**src/rtl/rv_pkg.sv**
```systemverilog
// Shared RV32I pipeline definitions: load/store size codes, MEM-stage FSM states
// and small address-alignment helpers used by the memory stage.
package rv_pkg;

    localparam logic [2:0] F3_B  = 3'b000;
    localparam logic [2:0] F3_H  = 3'b001;
    localparam logic [2:0] F3_W  = 3'b010;
    localparam logic [2:0] F3_BU = 3'b100;
    localparam logic [2:0] F3_HU = 3'b101;

    localparam logic [4:0] REG_X0 = 5'd0;

    typedef enum logic {
        ST_IDLE = 1'b0,
        ST_BUS  = 1'b1
    } mem_state_t;

    // Byte offset actually used on the bus: halves and words snap to natural alignment.
    function automatic logic [1:0] align_offset(input logic [2:0] funct3, input logic [1:0] a);
        case (funct3[1:0])
            2'b00:   return a;
            2'b01:   return a & 2'b10;
            default: return 2'b00;
        endcase
    endfunction

    function automatic logic is_misaligned(input logic [2:0] funct3, input logic [1:0] a);
        case (funct3[1:0])
            2'b01:   return a[0];
            2'b10:   return |a;
            default: return 1'b0;
        endcase
    endfunction

endpackage

```
**src/rtl/load_align.sv**
```systemverilog
// Combinational load extractor: picks the byte/half of the bus word at the given
// offset and sign- or zero-extends it according to funct3.
module load_align
    import rv_pkg::*;
(
    input  logic [31:0] rdata,
    input  logic [1:0]  addr,
    input  logic [2:0]  funct3,
    output logic [31:0] data
);

    logic [7:0]  lane [4];
    logic [7:0]  byte_sel;
    logic [15:0] half_sel;

    for (genvar gi = 0; gi < 4; gi++) begin : g_lane
        assign lane[gi] = rdata[8*gi +: 8];
    end

    always_comb begin
        byte_sel = lane[addr];
        half_sel = addr[1] ? rdata[31:16] : rdata[15:0];
        case (funct3)
            F3_B:    data = {{24{byte_sel[7]}}, byte_sel};
            F3_BU:   data = {24'h000000, byte_sel};
            F3_H:    data = {{16{half_sel[15]}}, half_sel};
            F3_HU:   data = {16'h0000, half_sel};
            default: data = rdata;
        endcase
    end

endmodule

```
**src/rtl/mem_stage.sv**
```systemverilog
// RV32I MEM stage: MEM/WB slots, single-outstanding req/ack data bus, forwarding outputs.
// Optional MEM_MISALIGN_TRAP_EN: misaligned H/W accesses skip the bus and raise misalign_err.
module mem_stage
    import rv_pkg::*;
#(
    parameter logic [4:0] RESET_DEST = 5'd0
) (
    input  logic        clk,
    input  logic        rst,
    input  logic        ex_valid,
    input  logic [31:0] ex_result,
    input  logic [31:0] ex_store_data,
    input  logic [4:0]  ex_dest,
    input  logic        ex_write_enable,
    input  logic        ex_mem_read,
    input  logic        ex_mem_write,
    input  logic [2:0]  ex_funct3,
    output logic        stall,
    output logic        dbus_req,
    output logic        dbus_we,
    output logic [31:0] dbus_addr,
    output logic [31:0] dbus_wdata,
    output logic [3:0]  dbus_wstrb,
    input  logic        dbus_ack,
    input  logic [31:0] dbus_rdata,
    output logic [4:0]  mem_dest,
    output logic        mem_write_enable,
    output logic [31:0] mem_data,
    output logic [4:0]  wb_dest,
    output logic        wb_write_enable,
`ifdef MEM_MISALIGN_TRAP_EN
    output logic        misalign_err,
`endif
    output logic [31:0] wb_data
);

    mem_state_t  state_reg, state_next;

    logic [31:0] slot_result_reg;
    logic [31:0] slot_sdata_reg;
    logic [4:0]  slot_dest_reg;
    logic        slot_we_reg;
    logic        slot_rd_reg;
    logic        slot_wr_reg;
    logic [2:0]  slot_f3_reg;

    logic [4:0]  wb_dest_reg;
    logic        wb_we_reg;
    logic [31:0] wb_data_reg;

    logic        bus_active;
    logic        advance;
    logic        ex_is_mem;
    logic        ex_go;
    logic        ex_we;
    logic [1:0]  offset;
    logic [31:0] load_data;

    assign bus_active = (state_reg == ST_BUS);
    assign stall      = bus_active && !dbus_ack;
    assign advance    = !stall;
    assign ex_is_mem  = ex_valid && (ex_mem_read || ex_mem_write);

`ifdef MEM_MISALIGN_TRAP_EN
    logic ex_mis;
    logic slot_mis_reg;
    logic mis_err_reg;

    assign ex_mis = ex_is_mem && is_misaligned(ex_funct3, ex_result[1:0]);
    assign ex_go  = ex_is_mem && !ex_mis;
    assign ex_we  = ex_valid && ex_write_enable && !ex_mem_write
                    && (ex_dest != REG_X0) && !ex_mis;
`else
    assign ex_go  = ex_is_mem;
    assign ex_we  = ex_valid && ex_write_enable && !ex_mem_write && (ex_dest != REG_X0);
`endif

    // An access completes on ack; the same edge captures the next EX op.
    always_comb begin
        state_next = state_reg;
        if (advance) begin
            state_next = ex_go ? ST_BUS : ST_IDLE;
        end
    end

    assign offset = align_offset(slot_f3_reg, slot_result_reg[1:0]);

    always_comb begin
        dbus_req   = bus_active;
        dbus_we    = 1'b0;
        dbus_addr  = 32'h0;
        dbus_wdata = 32'h0;
        dbus_wstrb = 4'b0000;
        if (bus_active) begin
            dbus_addr = {slot_result_reg[31:2], 2'b00};
            if (slot_wr_reg) begin
                dbus_we = 1'b1;
                case (slot_f3_reg[1:0])
                    2'b00: begin
                        dbus_wdata = {4{slot_sdata_reg[7:0]}};
                        dbus_wstrb = 4'b0001 << offset;
                    end
                    2'b01: begin
                        dbus_wdata = {2{slot_sdata_reg[15:0]}};
                        dbus_wstrb = 4'b0011 << offset;
                    end
                    default: begin
                        dbus_wdata = slot_sdata_reg;
                        dbus_wstrb = 4'b1111;
                    end
                endcase
            end
        end
    end

    load_align u_load_align (
        .rdata  (dbus_rdata),
        .addr   (offset),
        .funct3 (slot_f3_reg),
        .data   (load_data)
    );

    // A load's result only exists in its ack cycle.
    assign mem_write_enable = slot_we_reg && (!slot_rd_reg || (bus_active && dbus_ack));
    assign mem_data         = slot_rd_reg ? load_data : slot_result_reg;
    assign mem_dest         = slot_dest_reg;

    always_ff @(posedge clk) begin
        if (!rst) begin
            state_reg       <= ST_IDLE;
            slot_result_reg <= 32'h0;
            slot_sdata_reg  <= 32'h0;
            slot_dest_reg   <= RESET_DEST;
            slot_we_reg     <= 1'b0;
            slot_rd_reg     <= 1'b0;
            slot_wr_reg     <= 1'b0;
            slot_f3_reg     <= 3'b000;
            wb_dest_reg     <= RESET_DEST;
            wb_we_reg       <= 1'b0;
            wb_data_reg     <= 32'h0;
        end else begin
            state_reg <= state_next;
            if (advance) begin
                slot_result_reg <= ex_valid ? ex_result : 32'h0;
                slot_sdata_reg  <= ex_store_data;
                slot_dest_reg   <= ex_dest;
                slot_we_reg     <= ex_we;
                slot_rd_reg     <= ex_go && ex_mem_read;
                slot_wr_reg     <= ex_go && ex_mem_write;
                slot_f3_reg     <= ex_funct3;
                wb_dest_reg     <= slot_dest_reg;
                wb_we_reg       <= mem_write_enable;
                wb_data_reg     <= mem_data;
            end
        end
    end

`ifdef MEM_MISALIGN_TRAP_EN
    // The error flag follows its instruction into WB but is only a one-cycle pulse.
    always_ff @(posedge clk) begin
        if (!rst) begin
            slot_mis_reg <= 1'b0;
            mis_err_reg  <= 1'b0;
        end else begin
            mis_err_reg <= advance && slot_mis_reg;
            if (advance) begin
                slot_mis_reg <= ex_mis;
            end
        end
    end

    assign misalign_err = mis_err_reg;
`endif

    assign wb_dest         = wb_dest_reg;
    assign wb_write_enable = wb_we_reg;
    assign wb_data         = wb_data_reg;

endmodule

```
**config.mk**
```make
export PLATFORM = sky130hd
export DESIGN_NAME = mem_stage
export DESIGN_NICKNAME = d
export VERILOG_FILES = /design/src/rtl/rv_pkg.sv /design/src/rtl/load_align.sv /design/src/rtl/mem_stage.sv
export SDC_FILE = /design/constraint.sdc
export NUM_CORES = 1
export LEC_CHECK = 0
export CORE_MARGIN = 2
export CORE_UTILIZATION = 47
export CTS_BUF_LIST = sky130_fd_sc_hd__clkbuf_4 sky130_fd_sc_hd__clkbuf_8
export DETAILED_ROUTE_END_ITERATION = 10
export GPL_TIMING_DRIVEN = 0
export HOLD_SLACK_MARGIN = 0.1
export PLACE_DENSITY = 0.89
export REMOVE_ABC_BUFFERS = 1
export SKIP_LAST_GASP = 1
export SYNTH_ARGS = -nofsm -noshare
export SYNTH_HDL_FRONTEND = slang
export SYNTH_SLANG_ARGS = --single-unit
```
**constraint.sdc**
```tcl
create_clock -name clk -period 5.6 [get_ports clk]
set_clock_uncertainty 0.2 [all_clocks]
set_input_delay 1.12 -clock clk [delete_from_list [all_inputs] [get_ports clk]]
set_output_delay 1.12 -clock clk [all_outputs]
set_load 0.01 [all_outputs]
```
==> impl_metrics.ini, run 1 <==
[detailed_routing]
first_pass_iters = 6
vias = 6654
wl_um = 20840
avgViaCountPerCell = 5.682
drtIter0Drc = 670
ant_nets = 0
routedWlPerCell_um = 17.79
route.detailed.drc = 0

[synth]
synth_commonest_cells = nand2_1 (213), a21oi_1 (125), dfxtp_1 (114)
synth_area_leaders = dfxtp_1 (40%), nand2_1 (14%), a21oi_1 (11%)
async_flop_share_pct = 0
synth.distinct_cells = 48
synth.ff_latch_count = 114
netlist_area_sq_um = 5761
ys_warn_count = 0
syn_inst = 803
synth_area_leader_cell = dfxtp_1
ys.flop_type = dfxtp_1
synth_most_common_cell = nand2_1
syn_avg_cell_area_sq_um = 7.174
seq_area_frac_synth_pct = 39.62
yosys.area.top_type_share_pct = 39.62
synth_edf_count = 0

[final_layout]
post-route-util_pct = 72.80
area_growth_pct = 51.80
diodes = 0
nets = 1122
drive_gt1_share_pct = 5.176
design_area_sq_um = 8745

[job]
drv_cap = 0

[clock_tree]
cts_buffers = 17
clkTransAtPathRegs_ps = 70
cts.htree.levels = 4
cts_setup_buffers = 0
clockRootBuffer = clkbuf_8
cts_tree = yes
cts.sinks = 114
postCtsHoldBufs = 0
clockBufferDepth = 2
clock_latency_ps = 440

[placed_design]
io_buffers = 255
post_dp_cell_area_sq_um = 8284
hpwlAfterDp_um = 13690
gp_congestion = 0.8215

[status]
status = finished clean

[power_and_ir_drop]
seqPwrFrac_pct = 40.9
combPwrFrac_pct = 18.2
p_leak_nw = 3.255
ir_drop_mv = 0.2003
p_sw_w = 0.0005885
p_int_w = 0.001626
power.density_nw_per_um2 = 253.2
clkPwrFrac_pct = 40.9
totalPowerFinal_w = 0.002214
switching_share_pct = 26.58

[critical_path]
start_kind = flop
crit_path_end_kind = primary output
regToRegSetupSlack_ps = 2370
r2r-end = wb_data[13]
worst-path-max-fanout = 34
slowest_delay_ps = 910
crit_path_top_delay_cell = nor4_1
worstReg2RegStart = slot_rd_reg
crit_path_cell_trace = clkinv_1 > nor4_1 > a222oi_1 > nand2_1 > clkdlybuf4s50_1
worst-r2r-cell-count = 4
crit_family = buffers and inverters
arrival_ps = 3850
cp_num_buf_inv = 2
critPathKind = flop to primary output
critPathRequiredTime_ps = 4280

[global_route]
grt_use_total_pct = 31.24
antenna_found_initial = 0
grt_max_degree = 126
first_global_vias = 6245
gr-total-overflow = 0
grt_pass1_wl_um = 32420

[sta]
max_freq_ghz = 0.1935
finalCriticalPeriod_ps = 5169
setup_tns_ps = 0
relSlewSlack_pct = 6.718
rsz0062_at_grt = false
period_share_pct = 92.31
hold_slack_ps = 249.6
setup_viol = 0
hold_viol = 0
maxSlewViolCount = 0
worst_slew_pin_slew_ps = 1395

[die]
rows = 40
die_w_um = 114.7
core_area_sq_um = 12010
ios = 258
die_area_sq_um = 13160
die_h_um = 114.7
start_util_pct = 47.96

[min_path]
hold_end = wb_dest[1]
min-delay-start = wb_dest[1]
hold_class = flop to flop
worst_hold_path.num_cells = 2
## cell usage in the layout, fill, tap and decap left out, types with 3 or more instances in the layout
cell,n
a21oi_1,125
and2_1,30
a222oi_1,5
clkbuf_8,19
o2bb2ai_1,5
nor2_1,56
o2111ai_1,3
or3_1,4
dfxtp_1,112
clkinv_2,5
o31ai_1,4
a211oi_1,4
inv_1,6
nand2_1,213
o22ai_1,5
o21ai_0,30
a31oi_1,23
nand3_1,40
bufinv_16,5
and3_1,8
mux2i_1,23
clkdlybuf4s50_1,254
o21ba_2,3
## metrics by stage
step           setup WS (ps)  std cells
2_1_floorplan          -1221        734
3_3_place_gp           -5603       1136
4_1_cts                451.7       1171
6_report               430.7       1171
3_5_place_dp           253.7       1139
5_1_grt                242.5       1171
## final cells by class
cell class                 instances  area, sq um
clock buffer                      21        276.5
fill                             935         3267
sequential                       114         2285
timing repair buffer             258         2623
clock inverter                    11        182.7
multi-input combinational        610         3149
inverter                          10        45.04
tap                              147        183.9
## how the worst max path moves through the flow
| stage | endpoint | slack, ps | depth (start not counted) | startpoint |
|---|---|---|---|---|
| detailed placement | mem_data[11] | 250 | 5 | slot_rd_reg |
| global placement | stall | -5600 | 4 | dbus_ack |
| finish | mem_data[13] | 430 | 5 | slot_rd_reg |
| global route | mem_data[9] | 240 | 5 | slot_rd_reg |
| CTS | mem_data[11] | 450 | 5 | slot_rd_reg |
| floorplan | stall | -1220 | 2 | dbus_ack |
## worst reg2reg max path: stages, from the launching register on
cell	delay, ps
dfxtp_2	890
clkinv_1	700
nor4_1	910
a222oi_1	220
a31oi_1	240
## repair_timing
item / CTS / global route
setup endpoints to repair: 5 / 0
gates resized for setup: 1 / 0
endpoints found under the hold margin: 0 / 0
## routing by layer
metal	GRT usage, %	vias to the layer above	routed length [um]
met3	10.27	50	2241
met1	37.30	3092	8066
met2	51.87	346	9952
met4	13.01	0	575
li1	-	3166	-
met5	0	-	0
## kinds of logic after synthesis
family	synth area share, %
simple gates	27.78
compound gates	22.44
buf+inv	5.908
mux	4.192
flops	39.62
other cells	0.06510
## power groups by stage
| stage | combinational, W | clock, W | sequential, W |
|---|---|---|---|
| after floorplan | 0.000164 | 0 | 0.000920 |
| after global routing | 0.000438 | 0.000942 | 0.000911 |
| after CTS | 0.000403 | 0.000909 | 0.000904 |
| final | 0.000403 | 0.000906 | 0.000905 |
| after detailed placement | 0.000399 | 0 | 0.000922 |
| after global placement | 0.000387 | 0 | 0.000926 |
Note: power is estimated with default switching activity, not from simulation.
==> inputs of run 2 (changes only) <==
--- a/config.mk
+++ b/config.mk
@@ -12,7 +12,6 @@
 export GPL_TIMING_DRIVEN = 0
 export HOLD_SLACK_MARGIN = 0.1
 export PLACE_DENSITY = 0.89
-export REMOVE_ABC_BUFFERS = 1
 export SKIP_LAST_GASP = 1
 export SYNTH_ARGS = -nofsm -noshare
 export SYNTH_HDL_FRONTEND = slang
==> run 2 against run 1 <==
Sequential share of layout area decreased by 0.40 points. Design area up 1.5%. Routed wire length grew 14%.
==> impl_metrics.ini, run 2 (synthesis results as in run 1) <==
[min_path]
hold_end = slot_sdata_reg[20]
worst_hold_path.num_cells = 2
min-delay-start = slot_sdata_reg[20]
hold_class = flop to flop

[critical_path]
cpMostUsedCell = clkdlybuf4s50_1
worstReg2RegStart = dbus_req
slowest_delay_ps = 580
crit_path_end_kind = primary output
arrival_ps = 3500
crit_family = buffers and inverters
cp_num_buf_inv = 3
worst-path-max-fanout = 10
regToRegSetupSlack_ps = 3300
r2r-end = slot_result_reg[8]
crit_path_cell_trace = clkdlybuf4s50_1 > nor2_1 > o2bb2ai_2 > nor3_4 > a31oi_4 > buf_4 > a21oi_1 > clkdlybuf4s50_1
crit_path_top_delay_cell = clkdlybuf4s50_1
critPathRequiredTime_ps = 4280
start_kind = input port
worst-r2r-cell-count = 6
critPathKind = input port to primary output

[die]
ios = 258
die_h_um = 114.7
die_w_um = 114.7
die_area_sq_um = 13160
core_area_sq_um = 12010
rows = 40
start_util_pct = 47.96

[detailed_routing]
avgViaCountPerCell = 5.808
vias = 7179
ant_nets = 0
wl_um = 23860
route.detailed.drc = 0
routedWlPerCell_um = 19.30
first_pass_iters = 7
drtIter0Drc = 903

[global_route]
grt_pass1_wl_um = 35820
grt_use_total_pct = 35.68
grt_max_degree = 17
antenna_found_initial = 0
gr-total-overflow = 0
first_global_vias = 6704

[sta]
period_share_pct = 86.00
setup_viol = 0
rsz0062_at_grt = false
max_freq_ghz = 0.2077
worst_slew_pin_slew_ps = 855.8
hold_viol = 0
maxSlewViolCount = 0
finalCriticalPeriod_ps = 4816
relSlewSlack_pct = 42.42
hold_slack_ps = 253.7
setup_tns_ps = 0

[final_layout]
final_common_cell = clkdlybuf4s50_1
nets = 1188
diodes = 0
area_growth_pct = 54.02
layout_common_cells = clkdlybuf4s50_1 (254), nand2_1 (213), a21oi_1 (125), dfxtp_1 (114), nor2_1 (56)
drive_gt1_share_pct = 5.234

[clock_tree]
cts_setup_buffers = 0
clockRootBuffer = clkbuf_8
clkTransAtPathRegs_ps = 70
cts.htree.levels = 4
cts_resized = 0
cts.sinks = 114
cts_buffers = 17
cts_tree = yes
clock_latency_ps = 460
clockBufferDepth = 2
postCtsHoldBufs = 0

[power_and_ir_drop]
power.density_nw_per_um2 = 236.3
ir_drop_mv = 0.1635
p_leak_nw = 3.304

[job]
drv_cap = 0

[status]
status = finished clean

[placed_design]
io_buffers = 254
gp_congestion = 0.9802
hpwlAfterDp_um = 18200
[run 2: per-stage QoR]
stage	area, sq um	power (W)	setup slack, ps	utilization [%]	instances
after floorplan	5764	0.001100	2114	-	804
after global placement	8491	0.001333	867.5	70.69	1205
after detailed placement	8491	0.001340	835.2	70.69	1205
after CTS	8872	0.002081	841.7	73.86	1236
after global routing	8872	0.002164	711.8	73.86	1236
final	8872	0.002097	784.3	73.86	1236
[run 2: worst max path at each step]
stage	from	slack (ps)	endpoint	cells after the start
after detailed placement	dbus_rdata[7]	840	mem_data[30]	8
after global routing	dbus_rdata[7]	710	mem_data[30]	8
final	dbus_rdata[7]	780	mem_data[30]	8
after floorplan	dbus_rdata[7]	2110	mem_data[16]	6
after global placement	dbus_rdata[7]	870	mem_data[30]	8
after CTS	dbus_rdata[7]	840	mem_data[30]	8
[run 2: worst register-to-register path, cell delays in order, from the launching register on]
cell      delay, ps
dfxtp_1         460
nand2b_1        170
clkinv_1        190
clkbuf_1        460
clkbuf_1        490
nand2_1         110
a21oi_1         150
[run 2: power breakdown]
part,switching [W],leakage (nW),internal (W),total [W]
combinational,0.000225,2.17,0.000214,0.000439
clock,0.000347,0.192,0.000415,0.000762
sequential,0.0000385,0.939,0.000857,0.000895
total,0.000611,3.30,0.00149,0.00210
[run 2: per-layer routing]
metal | part of all wire, % | GRT usage (%)
met1 | 38 | 43.02
met2 | 45 | 58.78
met3 | 11 | 9.476
met4 | 6.0 | 18.23
met5 | 0 | 0
[run 2: cell type report]
cell class	count	area (sq um)
inverters	10	37.54
plain buffers	70	302.8
clock inverters	10	111.4
repair buffers	254	2542
flip-flops and latches	114	2282
fillers	924	3139
clock buffers	21	270.3
multi-input cells	610	3142
well taps	147	183.9
==> inputs of run 3 (changes only) <==
--- a/config.mk
+++ b/config.mk
@@ -9,9 +9,9 @@
 export CORE_UTILIZATION = 47
 export CTS_BUF_LIST = sky130_fd_sc_hd__clkbuf_4 sky130_fd_sc_hd__clkbuf_8
 export DETAILED_ROUTE_END_ITERATION = 10
-export GPL_TIMING_DRIVEN = 0
 export HOLD_SLACK_MARGIN = 0.1
 export PLACE_DENSITY = 0.89
+export SETUP_SLACK_MARGIN = 0.15
 export SKIP_LAST_GASP = 1
 export SYNTH_ARGS = -nofsm -noshare
 export SYNTH_HDL_FRONTEND = slang
==> run 3 against run 2 <==
Total power decreased by 1.8%. Critical path depth fell by 3. Final cell count is 4.7% lower. Sequential share of layout area up 0.60 points. Routed wire length down 9.1%. Clock power down 2%. Largest cell class unchanged.
==> impl_metrics.ini, run 3 (synthesis results as in run 1) <==
[status]
status = finished clean

[clock_tree]
cts_setup_buffers = 0
clock_latency_ps = 430
cts.sinks = 114
postCtsHoldBufs = 0
clockRootBuffer = clkbuf_8
clkTransAtPathRegs_ps = 70
cts_resized = 0
clockBufferDepth = 2
cts_buffers = 17
cts.htree.levels = 4
cts_tree = yes

[critical_path]
crit_path_top_delay_cell = nor4_1
critPathRequiredTime_ps = 4280
critPathKind = flop to primary output
worstSetupPathDepth = 5
crit_path_cell_trace = inv_1 > nor4_1 > a222oi_1 > nand2_1 > clkdlybuf4s50_1
worst-r2r-cell-count = 6
critPathCapture = mem_data[11]
regToRegSetupSlack_ps = 2620
arrival_ps = 3510
start_kind = flop
cp_num_buf_inv = 2
worstReg2RegStart = slot_result_reg[1]
r2r-end = wb_data[23]
worst-path-max-fanout = 19
crit_family = simple AND/OR/NAND/NOR gates
startpoint = slot_result_reg[1]
slowest_delay_ps = 920
crit_path_end_kind = primary output

[sta]
rsz0062_at_grt = false
worst_slew_pin_slew_ps = 1198
hold_slack_ps = 252.5
max_freq_ghz = 0.2072
setup_viol = 0
finalCriticalPeriod_ps = 4827
relSlewSlack_pct = 20.01
setup_tns_ps = 0
maxSlewViolCount = 0
hold_viol = 0
period_share_pct = 86.20

[final_layout]
layout_common_cells = clkdlybuf4s50_1 (255), nand2_1 (213), a21oi_1 (125), dfxtp_1 (113), nor2_1 (56)
nets = 1130
area_growth_pct = 50.59
design_area_sq_um = 8675
drive_gt1_share_pct = 5.626
diodes = 0
post-route-util_pct = 72.22
final_common_cell = clkdlybuf4s50_1

[die]
die_w_um = 114.7
rows = 40
die_h_um = 114.7
ios = 258
die_area_sq_um = 13160
start_util_pct = 47.96
core_area_sq_um = 12010

[min_path]
worst_hold_path.num_cells = 2
hold_class = flop to flop

[placed_design]
io_buffers = 255
gp_congestion = 0.9888
post_dp_cell_area_sq_um = 8292
hpwlAfterDp_um = 15230

[global_route]
grt_use_total_pct = 32.31
antenna_found_initial = 0
grt_max_degree = 103
gr-total-overflow = 0
first_global_vias = 6149
grt_pass1_wl_um = 33040

[detailed_routing]
ant_nets = 0
first_pass_iters = 7
route.detailed.drc = 0
drtIter0Drc = 678
routedWlPerCell_um = 18.41
vias = 6642
avgViaCountPerCell = 5.638
wl_um = 21690

[power_and_ir_drop]
p_leak_nw = 3.246
ir_drop_mv = 0.1550
power.density_nw_per_um2 = 237.4

[job]
drv_cap = 0
## run 3: changes by cell type in the layout (fill, tap and decap cells not counted), moves of 2 or more
cell        change
clkbuf_1       -50
buf_2           -8
buf_4           +7
buf_1           -6
clkbuf_8        +4
clkinvlp_4      -3
buf_6           -2
## run 3: final cells by class
cell class                 instances  area (sq um)
clock inverter                     5         50.05
tap                              147         183.9
multi-input combinational        610          3149
timing repair buffer             266          2635
inverter                          10         40.04
clock buffer                      26         332.8
sequential                       114          2283
fill                             975          3337
## run 3: worst min path at each step
stage | start | to
final | slot_sdata_reg[18] | slot_sdata_reg[18]
after global routing | slot_sdata_reg[21] | slot_sdata_reg[21]
after CTS | slot_sdata_reg[21] | slot_sdata_reg[21]
after detailed placement | wb_dest[1] | wb_dest[1]
after global placement | slot_sdata_reg[19] | slot_sdata_reg[19]
after floorplan | slot_sdata_reg[16] | slot_sdata_reg[16]
## run 3: per-stage QoR
stage / setup WS (ps) / instances / total power, W
2_1_floorplan: 2114 / 804 / 0.001100
3_3_place_gp: 836.2 / 1147 / 0.001316
3_5_place_dp: 811.2 / 1147 / 0.001322
4_1_cts: 795.6 / 1178 / 0.002058
5_1_grt: 683.1 / 1178 / 0.002134
6_report: 772.8 / 1178 / 0.002059
## run 3: report_power, final
| part | switching, W | internal, W | total (W) |
|---|---|---|---|
| clock | 0.000323 | 0.000424 | 0.000748 |
| sequential | 0.0000438 | 0.000857 | 0.000901 |
| combinational | 0.000202 | 0.000209 | 0.000411 |
## run 3: worst reg2reg max path: stages, from the launching register on
cell	delay [ps]
dfxtp_1	870
nand2b_1	330
a211oi_2	340
nor3_4	120
a31oi_4	660
buf_4	260
a31oi_1	90
## run 3: per-layer routing
layer	wire length [um]	track usage [%]	vias up
met5	0	0	-
met1	8674	40.23	3073
met2	10280	52.19	351
met4	678	14.22	0
li1	-	-	3167
met3	2056	9.423	51
